### config.mk
export PLATFORM = sky130hd
export DESIGN_NAME = fetch_unit
export DESIGN_NICKNAME = d
export VERILOG_FILES = /design/src/rtl/riscv_pkg.sv /design/src/rtl/pc_next.sv /design/src/rtl/fetch_unit.sv
export SDC_FILE = /design/constraint.sdc
export NUM_CORES = 1
export LEC_CHECK = 0
export CAP_MARGIN = 40
export CORE_UTILIZATION = 45
export CTS_BUF_LIST = sky130_fd_sc_hd__clkbuf_8
export DETAILED_ROUTE_END_ITERATION = 10
export PLACE_DENSITY = 0.84
export SYNTH_ARGS = -nofsm -noshare
export SYNTH_HDL_FRONTEND = slang
export SYNTH_HIERARCHICAL = 1
export SYNTH_SLANG_ARGS = --single-unit
### constraint.sdc
create_clock -name clk -period 3.2 [get_ports clk]
set_input_delay 0.48 -clock clk [delete_from_list [all_inputs] [get_ports clk]]
set_output_delay 0.48 -clock clk [all_outputs]
set_load 0.1 [all_outputs]
### src/rtl/riscv_pkg.sv
// Shared types and constants for the RISC-V core front end.
package riscv_pkg;

    typedef enum logic [1:0] {
        REQ   = 2'd0,
        WAIT  = 2'd1,
        HOLD  = 2'd2,
        FAULT = 2'd3
    } fetch_state_t;

    localparam logic [31:0] INSTR_NOP = 32'h0000_0013;
    localparam int unsigned PC_INC    = 4;

endpackage

### src/rtl/pc_next.sv
// Next-PC adder: sequential or branch target, plus a misalignment flag.
module pc_next
    import riscv_pkg::*;
#(
    parameter int XLEN = 32
) (
    input  logic [XLEN-1:0] instr_pc,
    input  logic [XLEN-1:0] imm_ext,
    input  logic            pc_src,
    output logic [XLEN-1:0] next_pc,
    output logic            misaligned
);

    // Modulo-2^XLEN arithmetic; wrap-around is intentional.
    always_comb begin
        next_pc    = pc_src ? (instr_pc + imm_ext) : (instr_pc + XLEN'(PC_INC));
        misaligned = |next_pc[1:0];
    end

endmodule

### src/rtl/fetch_unit.sv
// Instruction fetch stage: owns the PC, issues one imem request at a time and
// holds the fetched word until the decode/execute stage accepts it.
module fetch_unit
    import riscv_pkg::*;
#(
    parameter int              XLEN     = 32,
    parameter logic [XLEN-1:0] RESET_PC = '0
) (
    input  logic            clk,
    input  logic            rst,
    output logic            imem_req_valid,
    output logic [XLEN-1:0] imem_req_addr,
    input  logic            imem_req_ready,
    input  logic            imem_resp_valid,
    input  logic [31:0]     imem_resp_data,
    output logic            instr_valid,
    output logic [31:0]     instr,
    output logic [XLEN-1:0] instr_pc,
    input  logic            instr_ready,
    input  logic            PCSrc,
    input  logic [XLEN-1:0] ImmExt,
    output logic            fetch_fault
);

    fetch_state_t    state_q, state_d;
    logic [XLEN-1:0] pc_q, pc_d;
    logic [31:0]     instr_q, instr_d;
    logic [XLEN-1:0] instr_pc_q, instr_pc_d;
    logic            fault_q, fault_d;

    logic [XLEN-1:0] next_pc;
    logic            next_misaligned;

    pc_next #(
        .XLEN (XLEN)
    ) u_pc_next (
        .instr_pc   (instr_pc_q),
        .imm_ext    (ImmExt),
        .pc_src     (PCSrc),
        .next_pc    (next_pc),
        .misaligned (next_misaligned)
    );

    always_comb begin
        state_d    = state_q;
        pc_d       = pc_q;
        instr_d    = instr_q;
        instr_pc_d = instr_pc_q;
        fault_d    = fault_q;
        case (state_q)
            REQ: begin
                if (imem_req_ready) begin
                    state_d = WAIT;
                end
            end
            WAIT: begin
                if (imem_resp_valid) begin
                    state_d    = HOLD;
                    instr_d    = imem_resp_data;
                    instr_pc_d = pc_q;
                end
            end
            HOLD: begin
                // A bad target halts fetch without disturbing pc.
                if (instr_ready) begin
                    if (next_misaligned) begin
                        fault_d = 1'b1;
                        state_d = FAULT;
                    end else begin
                        pc_d    = next_pc;
                        state_d = REQ;
                    end
                end
            end
            FAULT: begin
                state_d = FAULT;
            end
            default: begin
                state_d = FAULT;
            end
        endcase
    end

    always_ff @(posedge clk) begin
        if (rst) begin
            state_q    <= REQ;
            pc_q       <= RESET_PC;
            instr_q    <= INSTR_NOP;
            instr_pc_q <= '0;
            fault_q    <= 1'b0;
        end else begin
            state_q    <= state_d;
            pc_q       <= pc_d;
            instr_q    <= instr_d;
            instr_pc_q <= instr_pc_d;
            fault_q    <= fault_d;
        end
    end

    // Handshake outputs depend on registered state only.
    always_comb begin
        imem_req_valid = (state_q == REQ);
        instr_valid    = (state_q == HOLD);
        imem_req_addr  = (state_q == FAULT) ? '0 : pc_q;
        instr          = (state_q == FAULT) ? '0 : instr_q;
        instr_pc       = (state_q == FAULT) ? '0 : instr_pc_q;
        fetch_fault    = fault_q;
    end

endmodule

==> summary.md <==
| Metric | Value |
|---|---|
| # hold bufs at CTS | 0 |
| R2R Setup Slk | approximately 320 ps |
| Setup Viol. Count Final | 0 |
| Met2 routed WL | 8950 um |
| CTS HTree Levels | 3 |
| Worst r2r src | instr_pc_q[1]$_SDFFE_PP0P_ |
| Most area-hungry cell type in the Yosys netlist | dfxtp_1 |
| Fmax | 0.329 GHz |
| CTS tree | yes |
| Critical path class | primary input to flip-flop |
| EDFF count, synth | 0 |
| Antenna Violating Nets Remaining | 0 |
| Worst Reg-to-Reg Cells | 13 |
| Cell count after synthesis | roughly 930 |
| Post-synth top cells | nand2_1 (216), a21oi_1 (143), and2_1 (99), dfxtp_1 (99), nor2_1 (49) |
| Top cells by area, synth | dfxtp_1 (30%), nand2_1 (12%), a21oi_1 (11%), and2_1 (9.3%), ha_1 (6.0%) |
| Uppermost layer routed | met4 |
| Largest net degree at the start of global routing | between 90 and 100 |
| Global route total overflow | 0 |
| Final worst path period need | ~3000 ps |
| Vias post-DR | 7078 |
| Hold Path Class | flip-flop to flip-flop |
| Most used DFF post-synth | dfxtp_1 |
| Maximum Capacitance Violations | 0 |
| Vias per Instance | roughly 5.5 |
| PortBufs | ~170 |
| N_diodes | 0 |
| FP Rows | between 40 and 50 |
| TritonRoute pass-1 iters | 5 |
| Critical Path Source | ImmExt[1] |
| Critical Path Sink | pc_q[29]$_SDFFE_PP0P_ |
| First-pass GRT wire length | 31200 um |
| Gpl congestion | ~0.91 |
| Setup bufs post-CTS | 0 |
| Layout cells sized above 1 | 0.167 |
| Clock transition at the registers of the reported paths | 120 ps |
| RSZ-0062 raised after global routing | no |
| Die width | about 120 um |
| Final hold violations | 0 |
| Relative slew slack | 0.708 |
| Clock Path Buffers | 2 |
| Synth Register Bits | 99 |
| Synth cell types | between 50 and 60 |
| Initial core utilization | 0.461 |
| P_leak | roughly 0.0036 uW |
| Clock Sinks | 99 |
| Power Dens Cells | approximately 320 nW/um2 |
| Crit share post-route | 0.950 |
| Initial DRC count | around 600 |
| Post-cts resize count | 0 |
| Fin Clk Skew | 20.7 ps |
| Clock power frac | 0.323 |
| Layout Nets | 1207 |
| Worst setup EP type | flip-flop |
| Critical Path RT | ~3500 ps |
| DR DRC count | 0 |
| Die height | ~120 um |
| Critical Path Start Type | primary input |
| Number of buffers created by CTS | 9 |
| Worst path bufs/invs | 3 |
| Status | finished, final reports clean |
| Full die area | about 15000 um2 |
| Hold Startpoint | instr_q[23]$_SDFFE_PP0P_ |
| Flop pwr share | 0.456 |
| Count leader, synth | nand2_1 |
| Critical path arrival | 3350 ps |
| DP HPWL | about 14000 um |
| Post-synth top area share | 0.297 |
| Worst skew pair latency | 370 ps |
| Cell family with most CP delay | compound AO/OA/AOI/OAI gates |
| WL met3 | roughly 1800 um |
| Routed WL per cell | 15.3 um |
| Initial antenna violation count | 0 |
| FFs w/ async S/R, synth | 0 |
| Slowest stage delay, CP | about 430 ps |
| Peak supply drop | around 290 uV |
| R2R Path End | pc_q[29]$_SDFFE_PP0P_ |
| Post-synthesis sequential area ratio | 0.297 |
| Worst-Margin Slew | 433 ps |
| Final core utilization | 0.605 |
| Root buf cell | clkbuf_8 |
| Core Region | 14500 um2 |
| DRT Wirelength | approximately 20000 um |
| IO Pins | 169 |
| Final Max Slew Viols | 0 |
| Top cell by count, worst path | a21oi_1 |
| Met1 WL | 8650 um |
| Area delta synth->final | 31.2% |
| Crit path cell chain | clkdlybuf4s50_1 -> ha_1 -> a211oi_1 -> buf_4 -> o211ai_1 -> a31oi_2 -> o21ai_1 -> a21oi_1 -> a21oi_1 -> buf_4 -> nor3b_1 -> o32ai_1 -> nand2_1 -> a21oi_1 |
| GR Util All Layers | 0.258 |
| Syn_nets | ~1000 |
| Pint | about 1900 uW |
| Number of global-route vias before repair | 6348 |
| NetSw | around 880 uW |
| Synthesized area per cell | between 7 and 8 um2 |
| Critical path's slowest cell | clkdlybuf4s50_1 |
| Sw frac | 0.315 |
| Yosys warning total | 6 |
| WP depth | 14 |
| Logic gate share of total power | 0.221 |
| Setup TNS Final | 0 ps |
| CP max FO | 3 |
| Mapped cell area | between 6000 and 7000 um2 |
## cells in the final DEF, fill, tap and decap left out, types with 4 or more instances in the layout
cell             Yosys  final
a211oi_1             5      5
a21o_1              11     11
a21oi_1            143    143
a31oi_1              6      6
and2_1              99     99
and3_1               5      5
and4_1               7      7
buf_12               0      4
buf_4                0    146
clkbuf_8             0      9
clkdlybuf4s50_1      0     69
dfxtp_1             99     99
ha_1                32     32
inv_1               14     15
nand2_1            216    215
nand3_1             19     19
nand4_1             10     10
nor2_1              49     49
nor2b_1              5      5
nor3_1              17     17
o21a_1               5      5
o21ai_0             21     21
o21bai_1             5      5
xnor2_1             30     30
xor2_1              18     18
## flip-flops by register name (all words and copies together), names as in the netlist
register,flops
pc_q,32
instr_q,32
instr_pc_q,32
state_q,2
fetch_fault,1
## how the worst min path moves through the flow
stage | endpoint | slack (ps) | cells past startpoint
final | instr_q[23]$_SDFFE_PP0P_ | 450 | 2
after global routing | instr_q[13]$_SDFFE_PP0P_ | 470 | 2
after CTS | instr_q[26]$_SDFFE_PP0P_ | 460 | 2
after detailed placement | instr_q[26]$_SDFFE_PP0P_ | 440 | 2
after global placement | instr_q[19]$_SDFFE_PP0P_ | 440 | 2
after floorplan | instr_q[10]$_SDFFE_PP0P_ | 430 | 2
## stage by stage
step	hold WS, ps	power [uW]	setup slack (ps)	cells	cell area [um2]
after floorplan	432	1720	524	932	6680
after global placement	437	1910	-115	1276	8520
after detailed placement	443	1920	-215	1277	8530
after CTS	456	2810	181	1293	8760
after global routing	470	2920	9.25	1293	8760
final	452	2800	160	1293	8760
## logic make-up (layout without fill, tap and decap cells)
logic type | Yosys count | count (layout) | share of synthesized area
compound gates | 221 | 221 | 0.193
xor+xnor | 48 | 48 | 0.0630
fa+ha+maj | 33 | 33 | 0.0630
buf+inv | 74 | 251 | 0.0497
flops | 99 | 99 | 0.297
mux | 6 | 6 | 0.00956
simple gates | 451 | 451 | 0.324
## power groups by stage
stage	logic [uW]	clock network, uW	registers [uW]
after floorplan	418	0	1300
after global placement	611	0	1300
after detailed placement	615	0	1300
after CTS	618	920	1280
after global routing	658	978	1280
final	619	904	1280
## worst reg2reg max path, cell delays in order (launching register included)
cell      delay (ps)
dfxtp_1          380
ha_1             330
a211oi_1          70
buf_4            140
o211ai_1         320
a31oi_2          170
o21ai_1          330
a21oi_1          150
a21oi_1          270
buf_4            160
nor3b_1           40
o32ai_1          280
nand2_1           80
a21oi_1          130
## metal layers
metal,up-vias,GRT usage
li1,3498,-
met1,3250,0.363
met2,303,0.392
met3,27,0.0517
met4,0,0.0828
met5,-,0
## final cells by class
cell class	count	area, um2
sequential	99	1980
multi-input combinational	759	4380
timing repair buffer	221	1890
inverter	14	52.6
fill	1301	5720
clock inverter	7	101
tap	184	230
clock buffer	9	124
Note: power is estimated with default switching activity, not from simulation.
